[config.mk]
export PLATFORM = sky130hd
export DESIGN_NAME = vga_timing_detector
export DESIGN_NICKNAME = d
export VERILOG_FILES = /design/src/rtl/vga_timing_detector.sv
export SDC_FILE = /design/constraint.sdc
export NUM_CORES = 1
export LEC_CHECK = 0
export BUFFER_PORTS_ARGS = -buffer_cell sky130_fd_sc_hd__buf_4
export CORE_ASPECT_RATIO = 1.75
export CORE_MARGIN = 10
export CORE_UTILIZATION = 45
export CTS_CLUSTER_SIZE = 14
export DETAILED_ROUTE_END_ITERATION = 10
export SYNTH_ARGS = -nofsm -noshare
export SYNTH_HDL_FRONTEND = slang
export SYNTH_SLANG_ARGS = --single-unit
[constraint.sdc]
create_clock -name i_pixel_clk -period 3.8 [get_ports i_pixel_clk]
set_input_delay 0.19 -clock i_pixel_clk [delete_from_list [all_inputs] [get_ports i_pixel_clk]]
set_output_delay 0.19 -clock i_pixel_clk [all_outputs]
set_load 0.02 [all_outputs]
[src/rtl/vga_timing_detector.sv]
// Receive-side VGA timing recovery: pixel coordinates, line/frame geometry and
// a lock indicator that requires the geometry to repeat over consecutive frames.
module vga_timing_detector #(
    parameter bit          H_POL       = 1'b1,
    parameter bit          V_POL       = 1'b0,
    parameter int unsigned LOCK_FRAMES = 2
) (
    input  logic        i_pixel_clk,
    input  logic        i_reset_n,
    input  logic        i_h_sync,
    input  logic        i_v_sync,
    input  logic        i_disp_ena,
    output logic [10:0] o_column,
    output logic [10:0] o_row,
    output logic        o_pix_valid,
    output logic        o_line_start,
    output logic        o_frame_start,
    output logic [11:0] o_h_total,
    output logic [11:0] o_h_active,
    output logic [11:0] o_v_total,
    output logic [11:0] o_v_active,
    output logic        o_locked,
    output logic        o_timing_err
);

    localparam logic [11:0] CNT_MAX     = 12'hFFF;
    localparam logic [10:0] COORD_MAX   = 11'h7FF;
    localparam logic [4:0]  LOCK_TARGET = 5'(LOCK_FRAMES);

    typedef enum logic [1:0] {
        ST_SEARCH  = 2'd0,
        ST_MEASURE = 2'd1,
        ST_LOCKED  = 2'd2
    } state_t;

    logic        r_hs1, r_hs2, r_vs1, r_vs2, r_de1, r_de2;
    logic        w_h_edge, w_v_edge, w_de_rise, w_de_fall;

    logic [11:0] r_hc, r_de_cnt, r_vc, r_vact_cnt;
    logic        w_hc_sat;

    logic [11:0] r_h_total, r_h_active, r_v_total, r_v_active;
    logic [10:0] r_column, r_row;
    logic        r_pix_valid, r_line_start, r_frame_start;

    state_t      r_state, w_state_next;
    logic [3:0]  r_match_cnt, w_match_next;
    logic [4:0]  w_match_inc;
    logic        r_ref_valid, w_ref_valid_next, w_ref_load;
    logic [11:0] r_ref_h_total, r_ref_h_active, r_ref_v_total, r_ref_v_active;
    logic        r_timing_err, w_err_next;
    logic        w_geom_eq, w_h_mismatch;

    // Two-stage input pipe; edges are judged between s1 (newer) and s2 (older).
    always_ff @(posedge i_pixel_clk or negedge i_reset_n) begin
        if (!i_reset_n) begin
            r_hs1 <= 1'b0;
            r_hs2 <= 1'b0;
            r_vs1 <= 1'b0;
            r_vs2 <= 1'b0;
            r_de1 <= 1'b0;
            r_de2 <= 1'b0;
        end else begin
            r_hs1 <= i_h_sync;
            r_hs2 <= r_hs1;
            r_vs1 <= i_v_sync;
            r_vs2 <= r_vs1;
            r_de1 <= i_disp_ena;
            r_de2 <= r_de1;
        end
    end

    assign w_h_edge  = (r_hs1 == H_POL) && (r_hs2 != H_POL);
    assign w_v_edge  = (r_vs1 == V_POL) && (r_vs2 != V_POL);
    assign w_de_rise = r_de1 && !r_de2;
    assign w_de_fall = !r_de1 && r_de2;
    assign w_hc_sat  = (r_hc == CNT_MAX);

    // Horizontal measurement: clock count and DE count per line.
    always_ff @(posedge i_pixel_clk or negedge i_reset_n) begin
        if (!i_reset_n) begin
            r_hc       <= '0;
            r_de_cnt   <= '0;
            r_h_total  <= '0;
            r_h_active <= '0;
        end else begin
            if (w_h_edge) begin
                r_hc      <= 12'd1;
                r_h_total <= r_hc;
                if (r_de_cnt != '0)
                    r_h_active <= r_de_cnt;
                r_de_cnt <= {11'd0, r_de1};
            end else begin
                if (!w_hc_sat)
                    r_hc <= r_hc + 12'd1;
                if (r_de1 && (r_de_cnt != CNT_MAX))
                    r_de_cnt <= r_de_cnt + 12'd1;
            end
        end
    end

    // A line whose h-edge coincides with the v-edge belongs to the new frame.
    always_ff @(posedge i_pixel_clk or negedge i_reset_n) begin
        if (!i_reset_n) begin
            r_vc       <= '0;
            r_vact_cnt <= '0;
            r_v_total  <= '0;
            r_v_active <= '0;
        end else if (w_v_edge) begin
            r_v_total  <= r_vc;
            r_v_active <= r_vact_cnt;
            r_vc       <= w_h_edge ? 12'd1 : 12'd0;
            r_vact_cnt <= w_de_rise ? 12'd1 : 12'd0;
        end else begin
            if (w_h_edge && (r_vc != CNT_MAX))
                r_vc <= r_vc + 12'd1;
            if (w_de_rise && (r_vact_cnt != CNT_MAX))
                r_vact_cnt <= r_vact_cnt + 12'd1;
        end
    end

    always_ff @(posedge i_pixel_clk or negedge i_reset_n) begin
        if (!i_reset_n) begin
            r_column      <= '0;
            r_row         <= '0;
            r_pix_valid   <= 1'b0;
            r_line_start  <= 1'b0;
            r_frame_start <= 1'b0;
        end else begin
            r_pix_valid   <= r_de1;
            r_line_start  <= w_h_edge;
            r_frame_start <= w_v_edge;
            if (w_de_rise)
                r_column <= '0;
            else if (r_de1 && (r_column != COORD_MAX))
                r_column <= r_column + 11'd1;
            if (w_v_edge)
                r_row <= '0;
            else if (w_de_fall && (r_row != COORD_MAX))
                r_row <= r_row + 11'd1;
        end
    end

    // The FSM acts on the registered pulses so it sees freshly latched geometry.
    assign w_geom_eq = r_ref_valid &&
                       ({r_h_total, r_h_active, r_v_total, r_v_active} ==
                        {r_ref_h_total, r_ref_h_active, r_ref_v_total, r_ref_v_active});
    assign w_h_mismatch = (r_h_total != r_ref_h_total);
    assign w_match_inc  = {1'b0, r_match_cnt} + 5'd1;

    always_ff @(posedge i_pixel_clk or negedge i_reset_n) begin
        if (!i_reset_n) begin
            r_state        <= ST_SEARCH;
            r_match_cnt    <= '0;
            r_ref_valid    <= 1'b0;
            r_ref_h_total  <= '0;
            r_ref_h_active <= '0;
            r_ref_v_total  <= '0;
            r_ref_v_active <= '0;
            r_timing_err   <= 1'b0;
        end else begin
            r_state      <= w_state_next;
            r_match_cnt  <= w_match_next;
            r_ref_valid  <= w_ref_valid_next;
            r_timing_err <= w_err_next;
            if (w_ref_load) begin
                r_ref_h_total  <= r_h_total;
                r_ref_h_active <= r_h_active;
                r_ref_v_total  <= r_v_total;
                r_ref_v_active <= r_v_active;
            end
        end
    end

    always_comb begin
        w_state_next     = r_state;
        w_match_next     = r_match_cnt;
        w_ref_valid_next = r_ref_valid;
        w_ref_load       = 1'b0;
        w_err_next       = 1'b0;
        if (w_hc_sat) begin
            w_state_next = ST_SEARCH;
            w_err_next   = (r_state == ST_LOCKED);
        end else begin
            case (r_state)
                ST_SEARCH: begin
                    if (r_frame_start) begin
                        w_state_next     = ST_MEASURE;
                        w_match_next     = '0;
                        w_ref_valid_next = 1'b0;
                    end
                end
                ST_MEASURE: begin
                    if (r_frame_start) begin
                        if (w_geom_eq) begin
                            w_match_next = w_match_inc[3:0];
                            if (w_match_inc >= LOCK_TARGET)
                                w_state_next = ST_LOCKED;
                        end else begin
                            w_ref_load       = 1'b1;
                            w_ref_valid_next = 1'b1;
                            w_match_next     = '0;
                        end
                    end
                end
                ST_LOCKED: begin
                    if ((r_line_start && w_h_mismatch) || (r_frame_start && !w_geom_eq)) begin
                        w_err_next       = 1'b1;
                        w_state_next     = ST_MEASURE;
                        w_ref_load       = 1'b1;
                        w_ref_valid_next = 1'b1;
                        w_match_next     = '0;
                    end
                end
                default: w_state_next = ST_SEARCH;
            endcase
        end
    end

    always_comb begin
        o_locked = (r_state == ST_LOCKED);
    end

    assign o_timing_err  = r_timing_err;
    assign o_column      = r_column;
    assign o_row         = r_row;
    assign o_pix_valid   = r_pix_valid;
    assign o_line_start  = r_line_start;
    assign o_frame_start = r_frame_start;
    assign o_h_total     = r_h_total;
    assign o_h_active    = r_h_active;
    assign o_v_total     = r_v_total;
    assign o_v_active    = r_v_active;

endmodule

==> reports/results.md, run 1 <==
• sky130_fd_sc_hd__dfrtp_1, sky130_fd_sc_hd__nand2_1, sky130_fd_sc_hd__nor2_1, sky130_fd_sc_hd__xnor2_1, sky130_fd_sc_hd__xor2_1 — top cells by count, synth
• 182 — total of flip-flops plus latches after synthesis
• 0.000320 V — Max VDD drop
• sky130_fd_sc_hd__dfrtp_1, sky130_fd_sc_hd__nand2_1, sky130_fd_sc_hd__mux2_2 — top area cells in the synthesized netlist
• done — CTS tree
• no — RSZ-0062 raised after global routing
• 0.00838 mm² — cell area after synthesis
• 19.0% — synthesis-to-finish area growth
• r_ref_v_total[2]$_DFFE_PN0P_ — FF-to-FF End
• 8.85 ps — Post-Route Skew
• 123 µm — horizontal die dimension
• 4 — # hold bufs at CTS
• 885 — Total Nets Final
• 614 ps — minimum setup slack after placement
• 80 — IO Count
• sky130_fd_sc_hd__dfrtp_1 — Top FF cell, synth
• 0 — number of pins with negative max-slew slack in the final report
• 10.8 µm² — Avg Synthesized Cell Area
• 0 — number of antenna repair diodes
• 46 — Distinct cells, synth
• 778 — Post-Syn Instances
• 0.455 — Initial Util
• 0.216 — layout cells sized above 1
• 0.00997 mm² — final instance area
• 0 — number of enable-type register cells in the synthesized netlist
• 17 — clock buffer count from CTS
• 0 — number of synthesis warnings
• 1.00 — asr flop ratio synth
• 0 — number of remaining DRC errors
• reg -> reg — worst setup path class
• completed — status
• 3480 ps — Arr. time, crit path
• register — Critical Path Source Type
• 317 MHz — Max Clk Rate
• 650 ps — worst-case register-to-register setup slack
• 0 ps — sum of negative setup slack
• 796 — net count after synthesis
• 338 — initial detailed-routing violation count
• 0.544 — sequential fraction of the synthesis area
• 0 — final hold viol count
• 0.0184 mm² — area of the core
• 14300 µm — HPWL Detailed
• 0 — GR Overflow Total
• 66 — number of placement rows
• 0.544 — fraction of synthesized cell area taken by the top area cell type
• 648 ps — Final Worst Setup Slack
• 5941 — Vias
• r_vs2$_DFF_PN0_ — worst-case hold path end point
• 32400 µm — first-pass GRT wire length
• 440 ps — Worst-Skew Late Latency
• sky130_fd_sc_hd__dfrtp_1 — most area-hungry cell type in the Yosys netlist
• 4.90 nW — leakage power
• 0.165 — Total Routing Usage GR
• 4 — iteration count of the initial detailed-routing pass
• 881 ps — transition time of the tightest slew-check pin
• 200 µm — Chip Height
• 6306 — vias in the first global route
• 23 — largest fanout on the critical path
• 0 — Max-cap violations
• reg -> reg — Worst Hold Class
• 182 — sinks on the clock net
• 19600 µm — routed wire length
• 70 ps — Clk pin slew, worst setup/hold paths
• 4 — number of H-tree levels
• 0.0247 mm² — full die area
• 0.819 — routability congestion estimate from global placement
• r_vs1$_DFF_PN0_ — hold path start
• 0 — Cells on Worst Hold Path
• 0 — CTS resizes
• 0 — number of antenna violations at the first check in global routing
• 0 — post-detailed-route count of antenna-violating nets
• 3150 ps — minimum period implied by the final worst setup slack
• 0.00925 mm² — placed inst area
• 0 — final setup vio count
• 534 mW/mm² — Power Dens Cells
• 0.541 — Final Util
• 365 ps — tightest hold margin
• 2 — Max clock buf depth
• register — Critical Path End Type
• sky130_fd_sc_hd__dfrtp_1 — count leader, synth
• o_v_total[4]$_DFFE_PN0P_ — startpoint of the lowest-slack register-to-register path
• 17.6 µm — average wire per standard cell
• 79 — number of I/O port buffers
• 0.829 — final critical-path share of the clock period
• sky130_fd_sc_hd__clkbuf_16 — buffer cell driving the clock tree root
• 5.32 — Via density
• 7 — R2R depth
• 0.413 — worst slew margin relative to its limit
• 4130 ps — required time reported for the critical path endpoint
• 96 — largest net degree at the start of global routing
• 0 — Post-CTS Setup Bufs
==> critical path: stages (launching register included) <==
cell                      delay (ps)
sky130_fd_sc_hd__dfrtp_1         420
sky130_fd_sc_hd__xor2_1          160
sky130_fd_sc_hd__nor4_1          620
sky130_fd_sc_hd__nand2_1         230
sky130_fd_sc_hd__o41ai_4         580
sky130_fd_sc_hd__a21oi_4         320
sky130_fd_sc_hd__buf_4           350
sky130_fd_sc_hd__mux2_4          330
==> area by class of cell <==
type                    instances  area, µm²
inverters                      15       56.3
repair buffers                 96        734
fillers                      1635       8450
flip-flops and latches        182       4550
clock buffers                  19        453
clock inverters                12        225
multi-input cells             555       3650
well taps                     238        298
==> sequential cells by signal (all words and copies together) (netlist names), 4 cells and up <==
| signal | flops |
|---|---|
| r_vc | 12 |
| o_h_total | 12 |
| r_ref_h_total | 12 |
| r_ref_v_total | 12 |
| o_h_active | 12 |
| r_ref_v_active | 12 |
| o_column | 11 |
| r_de_cnt | 12 |
| o_row | 11 |
| r_ref_h_active | 12 |
| r_hc | 12 |
| r_match_cnt | 4 |
| o_v_total | 12 |
| o_v_active | 12 |
| r_vact_cnt | 12 |
==> layer usage <==
| layer | vias up | share of wire | track usage |
|---|---|---|---|
| met5 | - | 0 | 0 |
| met4 | 0 | 0.027 | 0.0698 |
| met3 | 34 | 0.044 | 0.0434 |
| met2 | 108 | 0.54 | 0.292 |
| met1 | 2983 | 0.39 | 0.178 |
| li1 | 2816 | - | - |
==> logic make-up after synthesis <==
kind of cell	synth area share
muxes	0.0944
buffers and inverters	0.0215
DFF	0.544
and+or+nand+nor	0.175
adders and majority gates	0.0194
AOI/OAI and AO/OA	0.0466
xor gates and xnor gates	0.0993
==> worst max path at each step <==
stage	start	to	slack, ps	cells past startpoint
finish	o_v_total[4]$_DFFE_PN0P_	r_ref_v_total[2]$_DFFE_PN0P_	650	7
detailed placement	o_v_total[4]$_DFFE_PN0P_	r_ref_v_total[4]$_DFFE_PN0P_	610	7
global route	o_v_total[4]$_DFFE_PN0P_	r_ref_v_total[8]$_DFFE_PN0P_	560	7
CTS	o_v_total[4]$_DFFE_PN0P_	r_ref_v_total[2]$_DFFE_PN0P_	590	7
global placement	o_v_total[4]$_DFFE_PN0P_	r_ref_v_total[4]$_DFFE_PN0P_	680	7
floorplan	o_v_active[5]$_DFFE_PN0P_	r_ref_v_active[10]$_DFFE_PN0P_	1260	8
==> stage by stage <==
step	instances	power, mW
2_1_floorplan	778	2.98
3_3_place_gp	1082	3.32
3_5_place_dp	1082	3.35
4_1_cts	1117	5.39
5_1_grt	1117	5.60
6_report	1117	5.32
==> report_power, final <==
group | leakage, nW | switching [mW] | internal (mW) | total [mW]
registers | 2.48 | 0.210 | 2.12 | 2.33
clock network | 0.321 | 0.747 | 1.26 | 2.01
logic | 2.10 | 0.545 | 0.436 | 0.981
total | 4.90 | 1.50 | 3.82 | 5.32
==> placed cells by master (no fill, tap or decap), types with 3 or more instances in the layout <==
cell,count
sky130_fd_sc_hd__dfrtp_1,182
sky130_fd_sc_hd__nand2_1,147
sky130_fd_sc_hd__buf_4,91
sky130_fd_sc_hd__nor2_1,66
sky130_fd_sc_hd__xnor2_1,49
sky130_fd_sc_hd__xor2_1,46
sky130_fd_sc_hd__mux2_2,40
sky130_fd_sc_hd__nand3_1,27
sky130_fd_sc_hd__o21ai_0,22
sky130_fd_sc_hd__mux2_4,20
sky130_fd_sc_hd__nand4_1,18
sky130_fd_sc_hd__clkbuf_16,17
sky130_fd_sc_hd__a21oi_1,16
sky130_fd_sc_hd__inv_1,14
sky130_fd_sc_hd__ha_1,13
sky130_fd_sc_hd__nor3_1,12
sky130_fd_sc_hd__and3_1,11
sky130_fd_sc_hd__or3_1,10
sky130_fd_sc_hd__nor4_1,9
sky130_fd_sc_hd__bufinv_16,6
sky130_fd_sc_hd__and4_1,5
sky130_fd_sc_hd__o31ai_1,4
sky130_fd_sc_hd__a31oi_1,4
sky130_fd_sc_hd__nor2b_1,4
sky130_fd_sc_hd__o211ai_1,4
sky130_fd_sc_hd__mux2i_1,4
sky130_fd_sc_hd__dlygate4sd3_1,4
sky130_fd_sc_hd__nand2b_1,3
sky130_fd_sc_hd__clkinvlp_4,3
(Power assumes the default switching activity.)
==> run 2: changes to the inputs <==
==> constraint.sdc (replaced) <==
create_clock -name i_pixel_clk -period 3.2 [get_ports i_pixel_clk]
set_input_delay 0.16 -clock i_pixel_clk [delete_from_list [all_inputs] [get_ports i_pixel_clk]]
set_output_delay 0.16 -clock i_pixel_clk [all_outputs]
set_load 0.02 [all_outputs]
==> run 2 against run 1 <==
Effect of this change:
- critical path depth did not move
- sequential share of layout area rose by 0.37 points
- count of clock-buffer cells in the layout did not move
- combinational power rose by 19%
- core utilization fell by 0.43 points
- routed wire length fell by 1.8%
- sequential cell count did not move
- cell area fell by 0.80%
- critical endpoint is now r_ref_v_active[9]$_DFFE_PN0P_
- largest power group unchanged
==> reports/results.md, run 2 (synthesis gave the netlist of run 1 again) <==
• 17 — clock buffer count from CTS, unchanged
• 835 ps — transition time of the tightest slew-check pin, was 881 ps
• 0 — final hold viol count, unchanged
• 14200 µm — HPWL Detailed, was 14300 µm
• 347 ps — tightest hold margin, was 365 ps
• 79 — number of I/O port buffers, unchanged
• 0.455 — Initial Util, unchanged
• 6315 — vias in the first global route, was 6306
• 0.00989 mm² — final instance area, was 0.00997 mm²
• 0.817 — routability congestion estimate from global placement, was 0.819
• 4 — number of H-tree levels, unchanged
• 4.86 nW — leakage power, was 4.90 nW
• 0 — number of pins with negative max-slew slack in the final report, unchanged
• sky130_fd_sc_hd__clkbuf_16 — buffer cell driving the clock tree root, unchanged
• 0.300 — sw frac, was 0.282
• 70 ps — Clk pin slew, worst setup/hold paths, about the same
• register — Critical Path Source Type, unchanged
• 0.197 — fraction of power consumed by combinational cells, was 0.184
• 5.32 — Via density, about the same
• sky130_fd_sc_hd__dfrtp_1, sky130_fd_sc_hd__nand2_1, sky130_fd_sc_hd__buf_4 — commonest cells after routing, fill and taps aside, unchanged
• 0 ps — sum of negative setup slack, unchanged
• 0.336 — clock power share, was 0.378
• xor2_1, nor4_1, nand2_1, o41ai_4, a21oi_4, buf_12, mux2_4 — list of cells traversed by the critical path, was xor2_1, nor4_1, nand2_1, o41ai_4, a21oi_4, buf_4, mux2_4
• 885 — Total Nets Final, unchanged
• 0.467 — fraction of power consumed by sequential logic, was 0.438
• 66 — number of placement rows, unchanged
• 0 — Post-CTS Setup Bufs, unchanged
• 123 µm — horizontal die dimension, unchanged
• 3190 ps — Arr. time, crit path, was 3480 ps
• completed — status, unchanged
• 0 — post-detailed-route count of antenna-violating nets, unchanged
• 344 — initial detailed-routing violation count, was 338
• 2 — Max clock buf depth, unchanged
• 0.000348 V — Max VDD drop, was 0.000320 V
• 0.217 — layout cells sized above 1, was 0.216
• 80 — IO Count, unchanged
• 5948 — Vias, was 5941
• reg -> reg — worst setup path class, unchanged
• 182 — sinks on the clock net, unchanged
• 0.164 — Total Routing Usage GR, was 0.165
• register — Critical Path End Type, unchanged
• 0 — number of antenna repair diodes, unchanged
• 348 MHz — Max Clk Rate, was 317 MHz
• 599 mW/mm² — Power Dens Cells, was 534 mW/mm²
• 590 ps — delay contributed by the slowest stage of the critical path, was 620 ps
• no — RSZ-0062 raised after global routing, unchanged
• 0 — Max-cap violations, unchanged
• 0 — final setup vio count, unchanged
• 2880 ps — minimum period implied by the final worst setup slack, was 3150 ps
• 200 µm — Chip Height, unchanged
• 0.0184 mm² — area of the core, unchanged
• 0.0247 mm² — full die area, unchanged
• 17.2 µm — average wire per standard cell, was 17.6 µm
• 4 — iteration count of the initial detailed-routing pass, unchanged
• 19300 µm — routed wire length, was 19600 µm
• 32400 µm — first-pass GRT wire length, about the same
• 0 — GR Overflow Total, unchanged
• 5.93 mW — Overall Power, was 5.32 mW
• 1082 — Cells after DPL, unchanged
• 1.78 mW — Switch Pwr, was 1.50 mW
• 0 — number of remaining DRC errors, unchanged
• in -> async — Worst Hold Class, was reg -> reg
• done — CTS tree, unchanged
• 0 — number of antenna violations at the first check in global routing, unchanged
• 18 — largest fanout on the critical path, was 23
• 0.00929 mm² — placed inst area, was 0.00925 mm²
• sky130_fd_sc_hd__dfrtp_1 — leading cell type in the layout, fill and taps excluded, unchanged
• 430 ps — Worst-Skew Late Latency, was 440 ps
• 7 — R2R depth, unchanged
• 0.443 — worst slew margin relative to its limit, was 0.413
• 4.15 mW — internal cell power, was 3.82 mW
• sky130_fd_sc_hd__o41ai_4 — library cell contributing the largest single delay on the critical path, was sky130_fd_sc_hd__nor4_1
• 3510 ps — required time reported for the critical path endpoint, was 4130 ps
• 8.45 ps — Post-Route Skew, was 8.85 ps
• 0.899 — final critical-path share of the clock period, was 0.829
• 89 — largest net degree at the start of global routing, was 96
• 18.1% — synthesis-to-finish area growth, was 19.0%
• 1118 — count of non-filler cells in the finished layout, was 1117
==> run 2: changes by cell type in the layout (fill, tap and decap cells not counted), sizes merged <==
cell | before | now
bufinv | 6 | 1
clkinv | 3 | 8
clkinvlp | 3 | 4
==> run 2: layout make-up <==
cell class | instances | area [µm²]
Sequential cell | 182 | 4550
Inverter | 15 | 56.3
Multi-Input combinational cell | 555 | 3650
Clock inverter | 13 | 108
Clock buffer | 19 | 453
Timing Repair Buffer | 96 | 772
Fill cell | 1597 | 8530
Tap cell | 238 | 298
==> run 2: critical path: cells and delay by family, from the launching register on <==
kind	cells	cell delay (ps)
compound gates	2	860
xor+xnor	1	160
mux	1	300
simple gates	2	750
buf+inv	1	250
flops	1	420
==> run 2: per-stage QoR <==
stage,util,worst slack (ps)
6_report,0.537,322
5_1_grt,0.537,163
4_1_cts,0.537,187
3_5_place_dp,0.504,225
3_3_place_gp,0.504,263
2_1_floorplan,-,665
==> run 2: final timing paths <==
check / slack [ps] / endpoint / startpoint
max: 320 / r_ref_v_active[9]$_DFFE_PN0P_ / o_v_total[4]$_DFFE_PN0P_
min: 350 / r_de_cnt[9]$_DFFE_PN0P_ / i_reset_n
max reg2reg: 320 / r_ref_v_active[9]$_DFFE_PN0P_ / o_v_total[4]$_DFFE_PN0P_
min reg2reg: 370 / r_vs2$_DFF_PN0_ / r_vs1$_DFF_PN0_
max in group asynchronous: 2000 / o_h_active[7]$_DFFE_PN0P_ / i_reset_n
min in group i_pixel_clk: 370 / r_vs2$_DFF_PN0_ / r_vs1$_DFF_PN0_
==> run 2: timing repair <==
action	in CTS	in global routing
hold buffers	4	0
resized for setup	0	0
hold endpoints to repair	88	0
==> run 2: power groups by stage <==
| stage | Combinational (mW) | Sequential, mW | Clock, mW |
|---|---|---|---|
| floorplan | 0.708 | 2.83 | 0 |
| global placement | 1.15 | 2.79 | 0 |
| detailed placement | 1.18 | 2.81 | 0 |
| CTS | 1.20 | 2.76 | 2.04 |
| global route | 1.30 | 2.80 | 2.12 |
| finish | 1.17 | 2.77 | 1.99 |
==> run 2: per-layer routing <==
metal / routed length (µm) / global-route usage / vias to the layer above
met5: 0 / 0 / -
met4: 416 / 0.0585 / 0
met3: 943 / 0.0456 / 27
met2: 10500 / 0.290 / 126
met1: 7440 / 0.179 / 2987
li1: - / - / 2808
==> run 3: changes to the inputs <==
--- a/config.mk
+++ b/config.mk
@@ -11,6 +11,7 @@
 export CORE_UTILIZATION = 45
 export CTS_CLUSTER_SIZE = 14
 export DETAILED_ROUTE_END_ITERATION = 10
+export PLACE_DENSITY = 0.72
 export SYNTH_ARGS = -nofsm -noshare
 export SYNTH_HDL_FRONTEND = slang
 export SYNTH_SLANG_ARGS = --single-unit
==> constraint.sdc (replaced) <==
create_clock -name i_pixel_clk -period 2.62 [get_ports i_pixel_clk]
set_input_delay 0.131 -clock i_pixel_clk [delete_from_list [all_inputs] [get_ports i_pixel_clk]]
set_output_delay 0.131 -clock i_pixel_clk [all_outputs]
set_load 0.02 [all_outputs]
==> run 3 against run 2 <==
Effect of this change:
- critical path depth rose by 1
- first-iteration DRC count fell by 9.0%
- count of clock-buffer cells in the layout fell by 2
- highest routed layer unchanged
==> reports/results.md, run 3 (synthesis gave the netlist of run 1 again) <==
• completed — status, unchanged
• sky130_fd_sc_hd__dfrtp_1, sky130_fd_sc_hd__nand2_1, sky130_fd_sc_hd__buf_4 — commonest cells after routing, fill and taps aside, unchanged
• 0 — number of antenna violations at the first check in global routing, unchanged
• 388 MHz — Max Clk Rate, was 348 MHz
• 0 — final hold viol count, unchanged
• 200 µm — Chip Height, unchanged
• 0.000531 V — Max VDD drop, was 0.000348 V
• yes — RSZ-0062 raised after global routing, was no
• 79 — number of I/O port buffers, unchanged
• 40 ps — worst-case register-to-register setup slack, was 320 ps
• sky130_fd_sc_hd__dfrtp_1 — leading cell type in the layout, fill and taps excluded, unchanged
• 123 µm — horizontal die dimension, unchanged
• 42.8 ps — Final Worst Setup Slack, was 322 ps
• 6216 — vias in the first global route, was 6315
• 0.00938 mm² — placed inst area, was 0.00929 mm²
• register — Critical Path Source Type, unchanged
• 16.6 µm — average wire per standard cell, was 17.2 µm
• 5.24 — Via density, was 5.32
• 4 — largest fanout on the critical path, was 18
• 0 — number of remaining DRC errors, unchanged
• in -> async — Worst Hold Class, unchanged
• 10.7 ps — Post-Route Skew, was 8.45 ps
• 0.246 — layout cells sized above 1, was 0.217
• 18800 µm — routed wire length, was 19300 µm
• 2 — Max clock buf depth, unchanged
• 0 — number of antenna repair diodes, unchanged
• 0.0101 mm² — final instance area, was 0.00989 mm²
• reg -> reg — worst setup path class, unchanged
• 0.833 — routability congestion estimate from global placement, was 0.817
• register — Critical Path End Type, unchanged
• 13300 µm — HPWL Detailed, was 14200 µm
• 31200 µm — first-pass GRT wire length, was 32400 µm
• 313 — initial detailed-routing violation count, was 344
• 0 ps — sum of negative setup slack, unchanged
• 20.7% — synthesis-to-finish area growth, was 18.1%
• o_v_total[9]$_DFFE_PN0P_ — first element of the critical path, was o_v_total[4]$_DFFE_PN0P_
• 65 — largest net degree at the start of global routing, was 89
• 900 — Total Nets Final, was 885
• 2990 ps — required time reported for the critical path endpoint, was 3510 ps
• 0.0247 mm² — full die area, unchanged
• 5937 — Vias, was 5948
• 555 ps — transition time of the tightest slew-check pin, was 835 ps
• -18.1 ps — minimum setup slack after placement, was 225 ps
• 0 — post-detailed-route count of antenna-violating nets, unchanged
• 80 ps — Clk pin slew, worst setup/hold paths, was 70 ps
• 734 mW/mm² — Power Dens Cells, was 599 mW/mm²
• 0.984 — final critical-path share of the clock period, was 0.899
• 66 — number of placement rows, unchanged
• 4 — number of H-tree levels, unchanged
• 0.627 — worst slew margin relative to its limit, was 0.443
• 430 ps — Worst-Skew Late Latency, about the same
• 0.0184 mm² — area of the core, unchanged
• 0.156 — Total Routing Usage GR, was 0.164
• done — CTS tree, unchanged
• sky130_fd_sc_hd__clkbuf_16 — buffer cell driving the clock tree root, unchanged
• 0 — GR Overflow Total, unchanged
• 4 — iteration count of the initial detailed-routing pass, unchanged
• 80 — IO Count, unchanged
• 4.95 nW — leakage power, was 4.86 nW
• 2950 ps — Arr. time, crit path, was 3190 ps
• 0 — final setup vio count, unchanged
• o_v_total[9]$_DFFE_PN0P_ — startpoint of the lowest-slack register-to-register path, was o_v_total[4]$_DFFE_PN0P_
• 0 — number of pins with negative max-slew slack in the final report, unchanged
• 182 — sinks on the clock net, unchanged
• 0.455 — Initial Util, unchanged
• 17 — clock buffer count from CTS, unchanged
• 0 — Max-cap violations, unchanged
• 2580 ps — minimum period implied by the final worst setup slack, was 2880 ps
-- run 3: final timing paths --
check,endpoint,cells after the start
max,r_state[0]$_DFFE_PN0P_,8
min,o_timing_err$_DFF_PN0_,2
max reg2reg,r_state[0]$_DFFE_PN0P_,8
min reg2reg,r_vs2$_DFF_PN0_,0
max in group asynchronous,o_v_total[9]$_DFFE_PN0P_,3
min in group i_pixel_clk,r_vs1$_DFF_PN0_,2
-- run 3: final cells by class --
class,count,area [µm²]
clock buffer,17,425
clock inverter,15,156
fill,1589,8310
inverter,15,56.3
multi-input combinational,555,3710
sequential,182,4560
tap,238,298
timing repair buffer,111,897
-- run 3: what timing repair did --
item,4_1_cts,5_1_grt
pin swaps,1,2
setup endpoints to repair,3,54
hold endpoints to repair,58,0
hold buffers,4,0
gates resized for setup,1,14
setup buffers,0,5
-- run 3: through the flow --
stage          hold WS (ps)  total power [mW]   util  instances
6_report                249              7.41  0.549       1133
5_1_grt                 290              7.79  0.549       1133
4_1_cts                 260              7.42  0.543       1128
3_5_place_dp            152              4.90  0.509       1092
3_3_place_gp            153              4.86  0.509       1092
2_1_floorplan          -165              4.32      -        778
-- run 3: power by group --
part           leakage [nW]  switching [mW]  internal, mW  total (mW)
Sequential             2.47           0.303          3.07        3.38
Combinational          2.20           0.846         0.711        1.56
Clock                 0.283            1.21          1.27        2.48
-- run 3: worst max-delay path: stages (launching register included) --
cell and delay (ps):
sky130_fd_sc_hd__dfrtp_2 460, sky130_fd_sc_hd__xnor2_2 150, sky130_fd_sc_hd__nand4_1 120, sky130_fd_sc_hd__or4_4 570, sky130_fd_sc_hd__o41ai_4 350, sky130_fd_sc_hd__buf_4 190
sky130_fd_sc_hd__a21oi_1 100, sky130_fd_sc_hd__or4_1 500, sky130_fd_sc_hd__nand2_1 80
-- run 3: routing by layer --
metal	part of all wire	track usage	wire length, µm
met3	0.042	0.0372	797
met2	0.55	0.278	10300
met1	0.39	0.176	7320
met5	0	0	0
met4	0.020	0.0526	374
